### config.mk
export PLATFORM = sky130hd
export DESIGN_NAME = ikacore_nvram_uploader
export DESIGN_NICKNAME = d
export VERILOG_FILES = /design/src/rtl/ikacore_ioctl_pkg.sv /design/src/rtl/ikacore_ioctl_reqpulse.sv /design/src/rtl/ikacore_nvram_uploader.sv
export SDC_FILE = /design/constraint.sdc
export NUM_CORES = 1
export LEC_CHECK = 0
export BUFFER_PORTS_ARGS = -buffer_cell sky130_fd_sc_hd__buf_4
export CAP_MARGIN = 20
export CORE_MARGIN = 3
export CORE_UTILIZATION = 43
export DETAILED_ROUTE_END_ITERATION = 16
export GPL_TIMING_DRIVEN = 1
export PLACE_DENSITY = 0.78
export SYNTH_ARGS = -nofsm -noshare
export SYNTH_HDL_FRONTEND = slang
export SYNTH_SLANG_ARGS = --single-unit
### constraint.sdc
create_clock -name i_EMU_MCLK -period 1.9 [get_ports i_EMU_MCLK]
set_clock_uncertainty 0.1 [all_clocks]
set_input_delay 0.285 -clock i_EMU_MCLK [delete_from_list [all_inputs] [get_ports i_EMU_MCLK]]
set_output_delay 0.285 -clock i_EMU_MCLK [all_outputs]
set_load 0.01 [all_outputs]
### src/rtl/ikacore_ioctl_pkg.sv
// Shared ioctl-channel definitions for the HPS download/upload helpers:
// slot indices, bus widths and the upload engine state encoding.
package ikacore_ioctl_pkg;

    localparam int IOCTL_ADDR_W = 27;
    localparam int IOCTL_IDX_W  = 16;

    localparam logic [IOCTL_IDX_W-1:0] IDX_ROM   = 16'd0;
    localparam logic [IOCTL_IDX_W-1:0] IDX_DIP   = 16'd254;
    localparam logic [IOCTL_IDX_W-1:0] IDX_NVRAM = 16'd4;

    // Byte returned to HPS for any address the core has no storage behind
    localparam logic [7:0] OOR_BYTE = 8'hFF;

    typedef enum logic [1:0] {
        ST_IDLE    = 2'd0,
        ST_ARB     = 2'd1,
        ST_LAT     = 2'd2,
        ST_PRESENT = 2'd3
    } upl_state_e;

endpackage : ikacore_ioctl_pkg

### src/rtl/ikacore_ioctl_reqpulse.sv
// Rising-edge detector that stretches one accepted edge into a HOLD-clock pulse.
// Edges arriving while blocked or while a pulse is already running are dropped.
module ikacore_ioctl_reqpulse #(
    parameter int HOLD = 8
) (
    input  logic clk_i,
    input  logic rst_ni,
    input  logic trig_i,
    input  logic block_i,
    output logic pulse_o
);

    localparam int CNT_W = (HOLD < 2) ? 1 : $clog2(HOLD + 1);
    localparam logic [CNT_W-1:0] HOLD_LOAD = CNT_W'(HOLD);
    localparam logic [CNT_W-1:0] CNT_ONE   = CNT_W'(1);

    logic             trig_q;
    logic [CNT_W-1:0] cnt_q;
    logic [CNT_W-1:0] cnt_d;
    logic             rise;

    assign rise = trig_i & ~trig_q;

    // A running pulse always wins; a new edge is neither extended nor queued
    always_comb begin
        cnt_d = cnt_q;
        if (cnt_q != '0) begin
            cnt_d = cnt_q - CNT_ONE;
        end else if (rise && !block_i) begin
            cnt_d = HOLD_LOAD;
        end
    end

    always_ff @(posedge clk_i or negedge rst_ni) begin
        if (!rst_ni) begin
            trig_q <= 1'b0;
            cnt_q  <= '0;
        end else begin
            trig_q <= trig_i;
            cnt_q  <= cnt_d;
        end
    end

    assign pulse_o = (cnt_q != '0);

endmodule : ikacore_ioctl_reqpulse

### src/rtl/ikacore_nvram_uploader.sv
// HPS upload engine: fetches each byte HPS reads from core NVRAM via a req/ack port.
// Define IKACORE_NVRAM_CKSUM_EN to append an XOR checksum byte at address RAM_BYTES.
module ikacore_nvram_uploader
    import ikacore_ioctl_pkg::*;
#(
    parameter int                     ADDR_W       = 11,
    parameter int                     RAM_BYTES    = 2048,
    parameter int                     RD_LATENCY   = 2,
    parameter logic [IOCTL_IDX_W-1:0] UPLOAD_INDEX = IDX_NVRAM,
    parameter int                     REQ_HOLD     = 8
) (
    input  logic                    i_EMU_MCLK,
    input  logic                    i_EMU_INITRST_n,
    input  logic                    i_SAVE_TRIG,
    input  logic                    ioctl_upload,
    input  logic [IOCTL_IDX_W-1:0]  ioctl_index,
    input  logic [IOCTL_ADDR_W-1:0] ioctl_addr,
    input  logic                    ioctl_rd,
    output logic [7:0]              ioctl_din,
    output logic                    ioctl_wait,
    output logic                    ioctl_upload_req,
    output logic                    o_RAM_REQ,
    input  logic                    i_RAM_ACK,
    output logic [ADDR_W-1:0]       o_RAM_ADDR,
    input  logic [7:0]              i_RAM_DATA,
    output logic                    o_BUSY
);

    localparam logic [IOCTL_ADDR_W-1:0] RAM_TOP  = IOCTL_ADDR_W'(RAM_BYTES);
    localparam logic [2:0]              LAT_LOAD = 3'(RD_LATENCY);

    upl_state_e        state_q;
    upl_state_e        state_d;
    logic [7:0]        din_q;
    logic [7:0]        din_d;
    logic              wait_q;
    logic              wait_d;
    logic              req_q;
    logic              req_d;
    logic [ADDR_W-1:0] addr_q;
    logic [ADDR_W-1:0] addr_d;
    logic [2:0]        lat_q;
    logic [2:0]        lat_d;

    logic              sel;
    logic              in_range;
    logic              rd_hit;
    logic              rd_oor;
    logic              capture;
    logic              pulse_active;
    logic [7:0]        oor_byte;

    assign sel      = ioctl_upload & (ioctl_index == UPLOAD_INDEX);
    assign in_range = (ioctl_addr < RAM_TOP);
    assign rd_hit   = ioctl_rd & sel & in_range;
    assign rd_oor   = ioctl_rd & sel & ~in_range;
    assign capture  = (state_q == ST_LAT) && (lat_q == '0);

    ikacore_ioctl_reqpulse #(
        .HOLD (REQ_HOLD)
    ) u_reqpulse (
        .clk_i   (i_EMU_MCLK),
        .rst_ni  (i_EMU_INITRST_n),
        .trig_i  (i_SAVE_TRIG),
        .block_i (ioctl_upload),
        .pulse_o (pulse_active)
    );

`ifdef IKACORE_NVRAM_CKSUM_EN
    logic [7:0] cksum_q;
    logic [7:0] cksum_d;
    logic       upload_q;

    // Restart the checksum at each new upload session; every RAM capture folds in
    always_comb begin
        cksum_d = cksum_q;
        if (ioctl_upload && !upload_q) begin
            cksum_d = '0;
        end else if (capture) begin
            cksum_d = cksum_q ^ i_RAM_DATA;
        end
    end

    always_ff @(posedge i_EMU_MCLK or negedge i_EMU_INITRST_n) begin
        if (!i_EMU_INITRST_n) begin
            cksum_q  <= '0;
            upload_q <= 1'b0;
        end else begin
            cksum_q  <= cksum_d;
            upload_q <= ioctl_upload;
        end
    end

    assign oor_byte = (ioctl_addr == RAM_TOP) ? cksum_q : OOR_BYTE;
`else
    assign oor_byte = OOR_BYTE;
`endif

    always_ff @(posedge i_EMU_MCLK or negedge i_EMU_INITRST_n) begin
        if (!i_EMU_INITRST_n) begin
            state_q <= ST_IDLE;
            din_q   <= OOR_BYTE;
            wait_q  <= 1'b0;
            req_q   <= 1'b0;
            addr_q  <= '0;
            lat_q   <= '0;
        end else begin
            state_q <= state_d;
            din_q   <= din_d;
            wait_q  <= wait_d;
            req_q   <= req_d;
            addr_q  <= addr_d;
            lat_q   <= lat_d;
        end
    end

    // Once an access starts it runs to completion even if the session ends
    always_comb begin
        state_d = state_q;
        case (state_q)
            ST_IDLE:    if (rd_hit)    state_d = ST_ARB;
            ST_ARB:     if (i_RAM_ACK) state_d = ST_LAT;
            ST_LAT:     if (capture)   state_d = ST_PRESENT;
            ST_PRESENT:                state_d = ST_IDLE;
            default:                   state_d = ST_IDLE;
        endcase
    end

    always_comb begin
        din_d  = din_q;
        wait_d = wait_q;
        req_d  = req_q;
        addr_d = addr_q;
        lat_d  = lat_q;
        case (state_q)
            ST_IDLE: begin
                if (rd_hit) begin
                    addr_d = ioctl_addr[ADDR_W-1:0];
                    req_d  = 1'b1;
                    wait_d = 1'b1;
                end else if (rd_oor) begin
                    din_d = oor_byte;
                end
            end
            ST_ARB: begin
                if (i_RAM_ACK) begin
                    req_d = 1'b0;
                    lat_d = LAT_LOAD;
                end
            end
            ST_LAT: begin
                if (capture) begin
                    din_d = i_RAM_DATA;
                end else begin
                    lat_d = lat_q - 3'd1;
                end
            end
            ST_PRESENT: begin
                wait_d = 1'b0;
            end
            default: begin
                req_d  = 1'b0;
                wait_d = 1'b0;
            end
        endcase
    end

    assign ioctl_din        = din_q;
    assign ioctl_wait       = wait_q;
    assign ioctl_upload_req = pulse_active;
    assign o_RAM_REQ        = req_q;
    assign o_RAM_ADDR       = addr_q;
    assign o_BUSY           = (state_q != ST_IDLE) | pulse_active;

`ifndef SYNTHESIS
    // HPS must not strobe a new read while the previous one is still stalled
    a_rd_outside_idle: assert property (
        @(posedge i_EMU_MCLK) disable iff (!i_EMU_INITRST_n)
        !(ioctl_rd && (state_q != ST_IDLE))
    );
`endif

endmodule : ikacore_nvram_uploader

==> flow_metrics.py, run 1 <==
metrics = {
    "setup_path": {
        "worst-path-buf-inv": 2,
        "critical_path.cell_chain": "inv_1, ha_2, nand2_1, buf_4",
        "end_kind": "output pin",
        "path_delay_family": "flip-flops",
        "ff2ff_path_depth": 6,
        "cp_slowest_stage_delay_ns": 0.41,
        "worstSetupPathType": "reg -> out",
        "cpMaxStageDelayCell": "dfrtp_1",
        "ff2ff_setup_slack_ns": 0.13,
        "required_ns": 1.51,
        "r2r_end": "lat_q[2]$_DFFE_PN0P_",
        "reg2reg_from": "state_q[1]$_DFFE_PN0P_",
        "worst-path-stages": 4,
        "worst-endpoint-arrival_ns": 1.39,
        "crit_fanout": 8,
        "start_kind": "register",
    },
    "place": {
        "placed_area_mm2": 0.00260,
        "port_buffers": 79,
        "place_congestion": 0.835,
        "place_inst": 318,
        "pre_cts_slack_ns": -0.146,
        "dpl.hpwl_um": 3810,
    },
    "hold_path": {
        "whs_path_depth": 2,
        "holdCritStartpoint": "ioctl_addr[3]",
        "holdPathEnd": "o_RAM_ADDR[3]$_DFFE_PN0P_",
        "worst_hold_path_type": "in -> reg",
    },
    "clocking": {
        "insertion_delay_ns": 0.29,
        "clock_tree.root_cell": "clkbuf_8",
        "cts_tree": "yes",
        "htree_num_levels": 2,
        "postCtsSetupBuffers": 0,
        "clkTransAtPathRegs_ns": 0.07,
        "cts_made_buffers": 5,
        "clock-sinks": 31,
        "ctsLongestPathBuffers": 2,
    },
    "global_routing": {
        "grt_first_pass_wirelength_um": 8420,
        "grt_start_max_net_pins": 32,
        "grt.busiest_layer": "met2",
        "use_met1": 0.258,
        "first_global_vias": 1871,
        "antenna_found_initial": 0,
        "grt_use_met2": 0.343,
        "overflow": 0,
        "track_usage": 0.205,
        "use_met3": 0.0477,
    },
    "logic_synthesis": {
        "synth-seq-cells": 31,
        "synthesis.nets": 244,
        "synthesis.area_mm2": 0.00184,
        "postSynth.asyncResetShare": 1.00,
        "seq_area_frac_synth": 0.428,
        "syn-instance-count": 180,
        "ys_types": 41,
        "synth_edf_count": 0,
        "syn_area_per_cell_um2": 10.2,
        "yosysWarnings": 0,
        "ys.flop_type": "dfrtp_1",
    },
    "die": {
        "fp.coreArea_mm2": 0.00406,
        "die_h_um": 71.3,
        "ios": 80,
        "start_util": 0.452,
        "dieWidth_um": 71.3,
        "die-area_mm2": 0.00509,
        "rows": 23,
    },
    "sta": {
        "fin_crit_ns": 1.78,
        "finalHoldViolCount": 0,
        "slew_headroom": 0.690,
        "timing.hold.ws_ns": 0.106,
        "drv_slew": 0,
        "tightest_slew_ns": 0.459,
        "rsz0062_at_grt": "false",
        "period_share": 0.935,
        "fmax_ghz": 0.563,
        "fin_setup_tns_ns": 0,
        "setup-violations-final": 0,
        "final.setup.worst_slack_ns": 0.124,
    },
    "routing": {
        "dr_total_vias": 1847,
        "wl_per_cell_um": 15.2,
        "drtPass1Iterations": 5,
        "drtIter0Drc": 156,
        "postRouteAntennaNets": 0,
        "vias_per_cell": 5.61,
        "drc_errors": 0,
        "drt-total-wl_um": 5000,
    },
    "power": {
        "power_density_mw_per_mm2": 1210,
        "p_leak_nw": 1.36,
        "peakVddDrop_mv": 0.488,
        "total_power_mw": 3.32,
    },
    "final_layout": {
        "final_area_mm2": 0.00276,
        "area_growth_pct": 50.2,
        "fin_nets": 342,
        "fill_cells": 326,
        "final_core_util": 0.679,
        "antenna_cells": 0,
        "layout.cells.non_filler": 329,
        "drive_above_1_share": 0.477,
    },
    "run_status": {
        "status": "finished, final reports clean",
    },
    "run": {
        "max_cap_viol_count": 0,
    },
}
-- worst max-delay path by stage --
stage	slack, ns	end	start
2_1_floorplan	0.14	lat_q[1]$_DFFE_PN0P_	state_q[0]$_DFFE_PN0P_
3_3_place_gp	-0.06	o_RAM_ADDR[3]$_DFFE_PN0P_	ioctl_index[5]
3_5_place_dp	-0.15	o_RAM_ADDR[3]$_DFFE_PN0P_	ioctl_index[5]
4_1_cts	0.003	ioctl_din[5]$_DFFE_PN1P_	state_q[1]$_DFFE_PN0P_
5_1_grt	0.009	lat_q[2]$_DFFE_PN0P_	state_q[1]$_DFFE_PN0P_
6_report	0.12	o_BUSY	state_q[1]$_DFFE_PN0P_
-- layout make-up --
class | instances | area, um2 | area share
Timing Repair inverter | 1 | 5.00 | 0.00182
Timing Repair Buffer | 99 | 761 | 0.276
Clock inverter | 2 | 35.0 | 0.0127
Sequential cell | 31 | 787 | 0.286
Inverter | 14 | 56.3 | 0.0204
Multi-Input combinational cell | 126 | 967 | 0.351
Tap cell | 50 | 62.6 | 0.0227
Clock buffer | 6 | 82.6 | 0.0300
-- cells by family after synthesis --
family / Yosys count / share of synthesized area
adders and majority gates: 7 / 0.0477
buffers and inverters: 23 / 0.0545
AOI/OAI and AO/OA: 44 / 0.163
and+or+nand+nor: 62 / 0.207
DFF: 31 / 0.428
muxes: 13 / 0.0995
-- cells in the final DEF, fill, tap and decap left out, types with 3 or more instances in the layout --
| cell | synthesis | routed |
|---|---|---|
| a21oi_1 | 3 | 3 |
| nand4_1 | 10 | 10 |
| clkbuf_8 | 0 | 6 |
| a41oi_1 | 9 | 9 |
| dfrtp_1 | 23 | 22 |
| nor2_1 | 6 | 6 |
| nor4_1 | 8 | 6 |
| inv_1 | 13 | 13 |
| dfstp_2 | 8 | 8 |
| a211oi_1 | 9 | 9 |
| mux2_4 | 10 | 10 |
| nand2_1 | 10 | 10 |
| nand2b_1 | 13 | 13 |
| o21ai_0 | 15 | 15 |
| ha_1 | 7 | 5 |
| buf_4 | 1 | 96 |
-- power breakdown --
part / total [mW] / switching (mW) / internal (mW)
Clock: 0.691 / 0.267 / 0.424
Sequential: 1.06 / 0.156 / 0.907
Combinational: 1.57 / 0.802 / 0.767
Total: 3.32 / 1.23 / 2.10
-- what timing repair did --
item,in CTS,in global routing
setup endpoints to repair,0,12
gates resized for setup,0,5
hold buffers,1,1
hold endpoints to repair,23,1
-- registers in the layout, indices dropped and copies added, names as in the netlist --
register / cells
u_reqpulse.trig_q: 1
ioctl_wait: 1
state_q: 2
ioctl_din: 8
o_RAM_REQ: 1
o_RAM_ADDR: 11
u_reqpulse.cnt_q: 4
lat_q: 3
-- synth_stat cells, types with 2 or more instances --
cell      number  area share
nand4_1       10       0.034
inv_1         13       0.027
mux2_4        10       0.082
nand3_1        2      0.0055
clkbuf_1       4      0.0082
buf_2          2      0.0055
ha_1           7       0.048
nor4b_1        2      0.0095
nor4_1         8       0.027
dfrtp_1       23        0.31
nand2b_1      13       0.044
nand2_1       10       0.020
o21ai_0       15       0.041
nor2_1         6       0.012
a211oi_1       9       0.037
o31ai_1        2      0.0082
a41oi_1        9       0.043
a21oi_1        3      0.0082
nor2b_1        2      0.0068
or3_1          2      0.0068
dfstp_2        8        0.11
-- metal layers --
metal	wire [um]	up-vias	part of all wire
met5	0	-	0
li1	-	871	-
met1	1920	877	0.38
met4	87	0	0.017
met2	2540	91	0.51
met3	450	8	0.090
(Power assumes the default switching activity.)
==> inputs of run 2 (changes only) <==
--- a/config.mk
+++ b/config.mk
@@ -7,11 +7,13 @@
 export LEC_CHECK = 0
 export BUFFER_PORTS_ARGS = -buffer_cell sky130_fd_sc_hd__buf_4
 export CAP_MARGIN = 20
+export CELL_PAD_IN_SITES_DETAIL_PLACEMENT = 1
+export CELL_PAD_IN_SITES_GLOBAL_PLACEMENT = 1
 export CORE_MARGIN = 3
-export CORE_UTILIZATION = 43
+export CORE_UTILIZATION = 35
 export DETAILED_ROUTE_END_ITERATION = 16
 export GPL_TIMING_DRIVEN = 1
-export PLACE_DENSITY = 0.78
+export PLACE_DENSITY = 0.82
 export SYNTH_ARGS = -nofsm -noshare
 export SYNTH_HDL_FRONTEND = slang
 export SYNTH_SLANG_ARGS = --single-unit
==> constraint.sdc (replaced) <==
create_clock -name i_EMU_MCLK -period 1.88 [get_ports i_EMU_MCLK]
set_clock_uncertainty 0.1 [all_clocks]
set_input_delay 0.282 -clock i_EMU_MCLK [delete_from_list [all_inputs] [get_ports i_EMU_MCLK]]
set_output_delay 0.282 -clock i_EMU_MCLK [all_outputs]
set_load 0.01 [all_outputs]
==> run 2 against run 1 <==
  * Sequential cell count unchanged
  * Final area about the same
  * First-iteration DRC count down 9.6%
  * Non-clock buffer count down 2
  * Cell count up 4.3%
  * Highest routed layer unchanged
  * Die area up 21%
  * Largest cell class unchanged
  * Via count up 1.5%
  * Power about the same
  * Combinational power up 8%
  * Global-route usage up 1.9 points
  * Clock power down 20%
==> flow_metrics.py, run 2 (synthesis results as in run 1) <==
metrics = {
    "routing": {
        "drc_errors": 0,
        "drt-total-wl_um": 6240,
        "drtPass1Iterations": 4,
        "postRouteAntennaNets": 0,
        "wl_per_cell_um": 18.2,
        "vias_per_cell": 5.46,
        "dr_total_vias": 1874,
        "drtIter0Drc": 141,
    },
    "sta": {
        "rsz0062_at_grt": "true",
        "setup-violations-final": 0,
        "period_share": 0.951,
        "tightest_slew_ns": 0.415,
        "drv_slew": 0,
        "fin_crit_ns": 1.79,
        "finalHoldViolCount": 0,
        "fmax_ghz": 0.560,
        "slew_headroom": 0.723,
    },
    "final_layout": {
        "mostFrequentLayoutCells": "buf_4 (94), dfrtp_1 (23), o21ai_0 (15)",
        "antenna_cells": 0,
        "layout_commonest_cell": "buf_4",
        "multi_input_area_um2": 985,
        "final_core_util": 0.565,
        "regArea_um2": 786,
        "fin_nets": 339,
        "area_growth_pct": 50.1,
        "largest_register_ffs": 11,
        "drive_above_1_share": 0.475,
        "fill_cells": 579,
    },
    "die": {
        "die_h_um": 78.4,
        "rows": 25,
        "ios": 80,
        "start_util": 0.376,
        "die-area_mm2": 0.00615,
        "dieWidth_um": 78.4,
        "fp.coreArea_mm2": 0.00488,
    },
    "global_routing": {
        "antenna_found_initial": 0,
        "overflow": 0,
        "grt_first_pass_wirelength_um": 10700,
        "first_global_vias": 2135,
        "grt_start_max_net_pins": 32,
        "track_usage": 0.224,
    },
    "setup_path": {
        "start_kind": "register",
        "crit_fanout": 6,
        "required_ns": 1.50,
        "ff2ff_path_depth": 7,
        "worst-endpoint-arrival_ns": 1.41,
        "cp_slowest_stage_delay_ns": 0.45,
        "critPathLaunch": "u_reqpulse.cnt_q[0]$_DFFE_PN0P_",
        "reg2reg_from": "state_q[1]$_DFFE_PN0P_",
        "worstSetupPathType": "reg -> out",
        "path_delay_family": "flip-flops",
        "crit_path_end": "o_BUSY",
        "end_kind": "output pin",
        "critical_path.cell_chain": "nor4_2, buf_4, nand2_1, buf_4",
        "ff2ff_setup_slack_ns": 0.11,
        "worst-path-stages": 4,
        "worst-path-buf-inv": 2,
        "cpMaxStageDelayCell": "dfrtp_1",
        "r2r_end": "state_q[1]$_DFFE_PN0P_",
        "cp_common_cell": "buf_4",
    },
    "clocking": {
        "postCtsSetupBuffers": 0,
        "cts_tree": "yes",
        "cts_made_buffers": 5,
        "clock_tree.root_cell": "clkbuf_8",
        "clkTransAtPathRegs_ns": 0.06,
        "clock-sinks": 31,
        "ctsLongestPathBuffers": 2,
        "htree_num_levels": 2,
        "insertion_delay_ns": 0.28,
    },
    "power": {
        "switching_share": 0.398,
        "p_leak_nw": 1.34,
        "intPower_mw": 2.00,
        "switchingPower_mw": 1.32,
        "peakVddDrop_mv": 0.451,
        "combPwrFrac": 0.507,
        "power_frac_clock": 0.166,
        "pwr-share-seq": 0.326,
        "total_power_mw": 3.33,
        "power_density_mw_per_mm2": 1210,
    },
    "run": {
        "max_cap_viol_count": 0,
    },
    "place": {
        "place_congestion": 0.794,
        "port_buffers": 79,
        "dpl.hpwl_um": 4810,
    },
    "hold_path": {
        "worst_hold_path_type": "in -> reg",
        "whs_path_depth": 1,
    },
    "run_status": {
        "status": "finished, final reports clean",
    },
}
## run 2: power groups by stage
stage               Clock (mW)  Combinational [mW]  Sequential, mW
global route             0.595                1.88            1.11
floorplan                    0               0.872            1.08
detailed placement           0                1.60            1.09
finish                   0.553                1.69            1.09
CTS                      0.559                1.65            1.08
global placement             0                1.51            1.07
## run 2: per-layer routing
layer | wire, um | GRT usage
met1 | 2370 | 0.260
met2 | 3420 | 0.414
met3 | 380 | 0.0528
met4 | 76 | 0.0577
met5 | 0 | 0
## run 2: worst min path at each step
stage	slack, ns	endpoint	start
finish	0.02	u_reqpulse.trig_q$_DFF_PN0_	i_SAVE_TRIG
global route	0.001	u_reqpulse.trig_q$_DFF_PN0_	i_SAVE_TRIG
CTS	0.01	u_reqpulse.trig_q$_DFF_PN0_	i_SAVE_TRIG
detailed placement	0.14	o_RAM_ADDR[6]$_DFFE_PN0P_	i_EMU_INITRST_n
global placement	0.14	o_RAM_ADDR[8]$_DFFE_PN0P_	i_EMU_INITRST_n
floorplan	-0.11	ioctl_wait$_DFFE_PN0P_	i_EMU_INITRST_n
## run 2: layout make-up
cell class	count	area share
well taps	67	0.0304
inverters	14	0.0195
clock inverters	1	0.00182
multi-input cells	126	0.357
clock buffers	7	0.0313
repair buffers	97	0.274
flip-flops and latches	31	0.285
## run 2: what timing repair did
action                                  4_1_cts  5_1_grt
hold endpoints to repair                     23        0
hold buffers                                  1        0
resized for setup                             3        4
endpoints found under the setup margin       11        9
## run 2: per-stage QoR
step / area, um2 / hold slack, ns / setup TNS (ns) / cells / worst slack, ns
finish: 2760 / 0.0165 / 0 / 343 / 0.0929
global route: 2760 / 0.00143 / -0.0603 / 343 / -0.0260
CTS: 2730 / 0.0116 / 0 / 343 / 0.00406
detailed placement: 2620 / 0.144 / -1.24 / 334 / -0.0954
global placement: 2620 / 0.140 / -0.414 / 334 / -0.0447
floorplan: 1840 / -0.114 / 0 / 180 / 0.118
==> inputs of run 3 (changes only) <==
--- a/config.mk
+++ b/config.mk
@@ -10,10 +10,9 @@
 export CELL_PAD_IN_SITES_DETAIL_PLACEMENT = 1
 export CELL_PAD_IN_SITES_GLOBAL_PLACEMENT = 1
 export CORE_MARGIN = 3
-export CORE_UTILIZATION = 35
+export CORE_UTILIZATION = 37
 export DETAILED_ROUTE_END_ITERATION = 16
-export GPL_TIMING_DRIVEN = 1
-export PLACE_DENSITY = 0.82
+export PLACE_DENSITY = 0.86
 export SYNTH_ARGS = -nofsm -noshare
 export SYNTH_HDL_FRONTEND = slang
 export SYNTH_SLANG_ARGS = --single-unit
==> constraint.sdc (replaced) <==
create_clock -name i_EMU_MCLK -period 2.1 [get_ports i_EMU_MCLK]
set_clock_uncertainty 0.1 [all_clocks]
set_input_delay 0.315 -clock i_EMU_MCLK [delete_from_list [all_inputs] [get_ports i_EMU_MCLK]]
set_output_delay 0.315 -clock i_EMU_MCLK [all_outputs]
set_load 0.01 [all_outputs]
==> run 3 against run 2 <==
  * Die area fell by 5.0%
  * Cell count fell by 1.7%
  * Final area fell by 2.1%
  * Setup slack improved by 0.048 ns
  * Combinational power fell by 14%
  * Critical path depth rose by 2
  * Via count rose by 0.64%
  * Routed wire length barely moved
  * Hold slack improved by 0.026 ns
  * Sequential power fell by 12%
  * Power fell by 11%
  * Sequential cell count did not move
==> flow_metrics.py, run 3 (synthesis results as in run 1) <==
metrics = {
    "final_layout": {
        "drive_above_1_share": 0.456,
        "layout_commonest_cell": "buf_4",
        "largest_register_ffs": 11,
        "mostFrequentLayoutCells": "buf_4 (91), dfrtp_1 (23), o21ai_0 (15)",
        "area_growth_pct": 46.9,
        "fin_nets": 335,
        "antenna_cells": 0,
        "final_area_mm2": 0.00270,
    },
    "sta": {
        "fmax_ghz": 0.510,
        "drv_slew": 0,
        "fin_setup_tns_ns": 0,
        "finalHoldViolCount": 0,
        "tightest_slew_ns": 0.397,
        "rsz0062_at_grt": "false",
        "fin_crit_ns": 1.96,
        "period_share": 0.933,
        "slew_headroom": 0.732,
        "setup-violations-final": 0,
    },
    "hold_path": {
        "worst_hold_path_type": "in -> reg",
    },
    "routing": {
        "drtPass1Iterations": 4,
        "wl_per_cell_um": 18.5,
        "vias_per_cell": 5.60,
        "dr_total_vias": 1886,
        "drt-total-wl_um": 6240,
        "drtIter0Drc": 110,
        "postRouteAntennaNets": 0,
        "drc_errors": 0,
    },
    "clocking": {
        "cts_tree": "yes",
        "clkTransAtPathRegs_ns": 0.08,
        "insertion_delay_ns": 0.28,
        "clock-sinks": 31,
        "postCtsSetupBuffers": 0,
        "ctsLongestPathBuffers": 2,
        "cts_made_buffers": 5,
        "htree_num_levels": 2,
        "clock_tree.root_cell": "clkbuf_8",
    },
    "die": {
        "die-area_mm2": 0.00584,
        "dieWidth_um": 76.4,
        "die_h_um": 76.4,
        "fp.coreArea_mm2": 0.00456,
        "start_util": 0.402,
        "ios": 80,
        "rows": 24,
    },
    "global_routing": {
        "grt_start_max_net_pins": 32,
        "grt_first_pass_wirelength_um": 10300,
        "track_usage": 0.222,
        "first_global_vias": 2029,
        "antenna_found_initial": 0,
        "overflow": 0,
    },
    "setup_path": {
        "required_ns": 2.18,
        "crit_fanout": 10,
        "end_kind": "register",
        "worst-endpoint-arrival_ns": 2.04,
        "start_kind": "register",
        "worstSetupPathType": "reg -> reg",
    },
    "place": {
        "placed_area_mm2": 0.00258,
        "port_buffers": 79,
        "dpl.hpwl_um": 4640,
        "place_congestion": 0.767,
    },
    "run_status": {
        "status": "finished, final reports clean",
    },
    "power": {
        "p_leak_nw": 1.32,
        "power_density_mw_per_mm2": 1100,
        "peakVddDrop_mv": 0.448,
    },
    "run": {
        "max_cap_viol_count": 0,
    },
}
==> run 3: through the flow <==
step | power (mW) | utilization | hold slack (ns) | setup slack [ns] | std cells
3_3_place_gp | 2.30 | 0.565 | 0.170 | 0.169 | 328
4_1_cts | 2.96 | 0.590 | 0.0321 | 0.0549 | 337
2_1_floorplan | 1.75 | - | -0.0806 | 0.313 | 180
5_1_grt | 3.19 | 0.591 | 0.0340 | 0.0435 | 337
3_5_place_dp | 2.37 | 0.565 | 0.177 | 0.0866 | 328
6_report | 2.96 | 0.591 | 0.0426 | 0.141 | 337
==> run 3: final timing paths <==
| check | from | to | slack (ns) | cells past startpoint |
|---|---|---|---|---|
| max | state_q[0]$_DFFE_PN0P_ | ioctl_din[5]$_DFFE_PN1P_ | 0.14 | 6 |
| min | i_SAVE_TRIG | u_reqpulse.trig_q$_DFF_PN0_ | 0.04 | 1 |
| max reg2reg | state_q[0]$_DFFE_PN0P_ | ioctl_din[5]$_DFFE_PN1P_ | 0.14 | 6 |
| min reg2reg | lat_q[1]$_DFFE_PN0P_ | lat_q[1]$_DFFE_PN0P_ | 0.41 | 2 |
| max in group asynchronous | i_EMU_INITRST_n | ioctl_din[7]$_DFFE_PN1P_ | 1.15 | 2 |
| min in group asynchronous | i_EMU_INITRST_n | o_RAM_REQ$_DFFE_PN0P_ | 0.41 | 2 |
==> run 3: metal layers <==
metal / global-route usage / vias up / part of all wire
met3: 0.0437 / 13 / 0.056
met2: 0.389 / 78 / 0.53
met4: 0.0851 / 0 / 0.022
met5: 0 / - / 0
met1: 0.265 / 933 / 0.39
li1: - / 862 / -
==> run 3: worst max-delay path, cell delays in order (launching register included) <==
cell      delay [ns]
dfrtp_1         0.42
inv_1           0.11
ha_1            0.31
buf_4           0.20
nand2_1         0.22
o21ai_0         0.17
a211oi_1        0.32
==> run 3: where the power goes <==
| part | switching [mW] | internal, mW | leakage [nW] |
|---|---|---|---|
| Sequential | 0.145 | 0.819 | 0.388 |
| Combinational | 0.776 | 0.671 | 0.883 |
| Clock | 0.249 | 0.298 | 0.0505 |
==> run 3: cell type report <==
type / count / area [um2]
Clock inverter: 1 / 7.51
Tap cell: 65 / 81.3
Fill cell: 562 / 1870
Timing Repair Buffer: 93 / 713
Multi-Input combinational cell: 126 / 958
Clock buffer: 7 / 96.3
Sequential cell: 31 / 786
Inverter: 14 / 53.8
==> run 3: repair_timing <==
action                                 CTS  global route
hold buffers                             1             0
setup endpoints to repair                2             5
cloned                                   0             0
endpoints found under the hold margin   23             0
resized for setup                        1             1
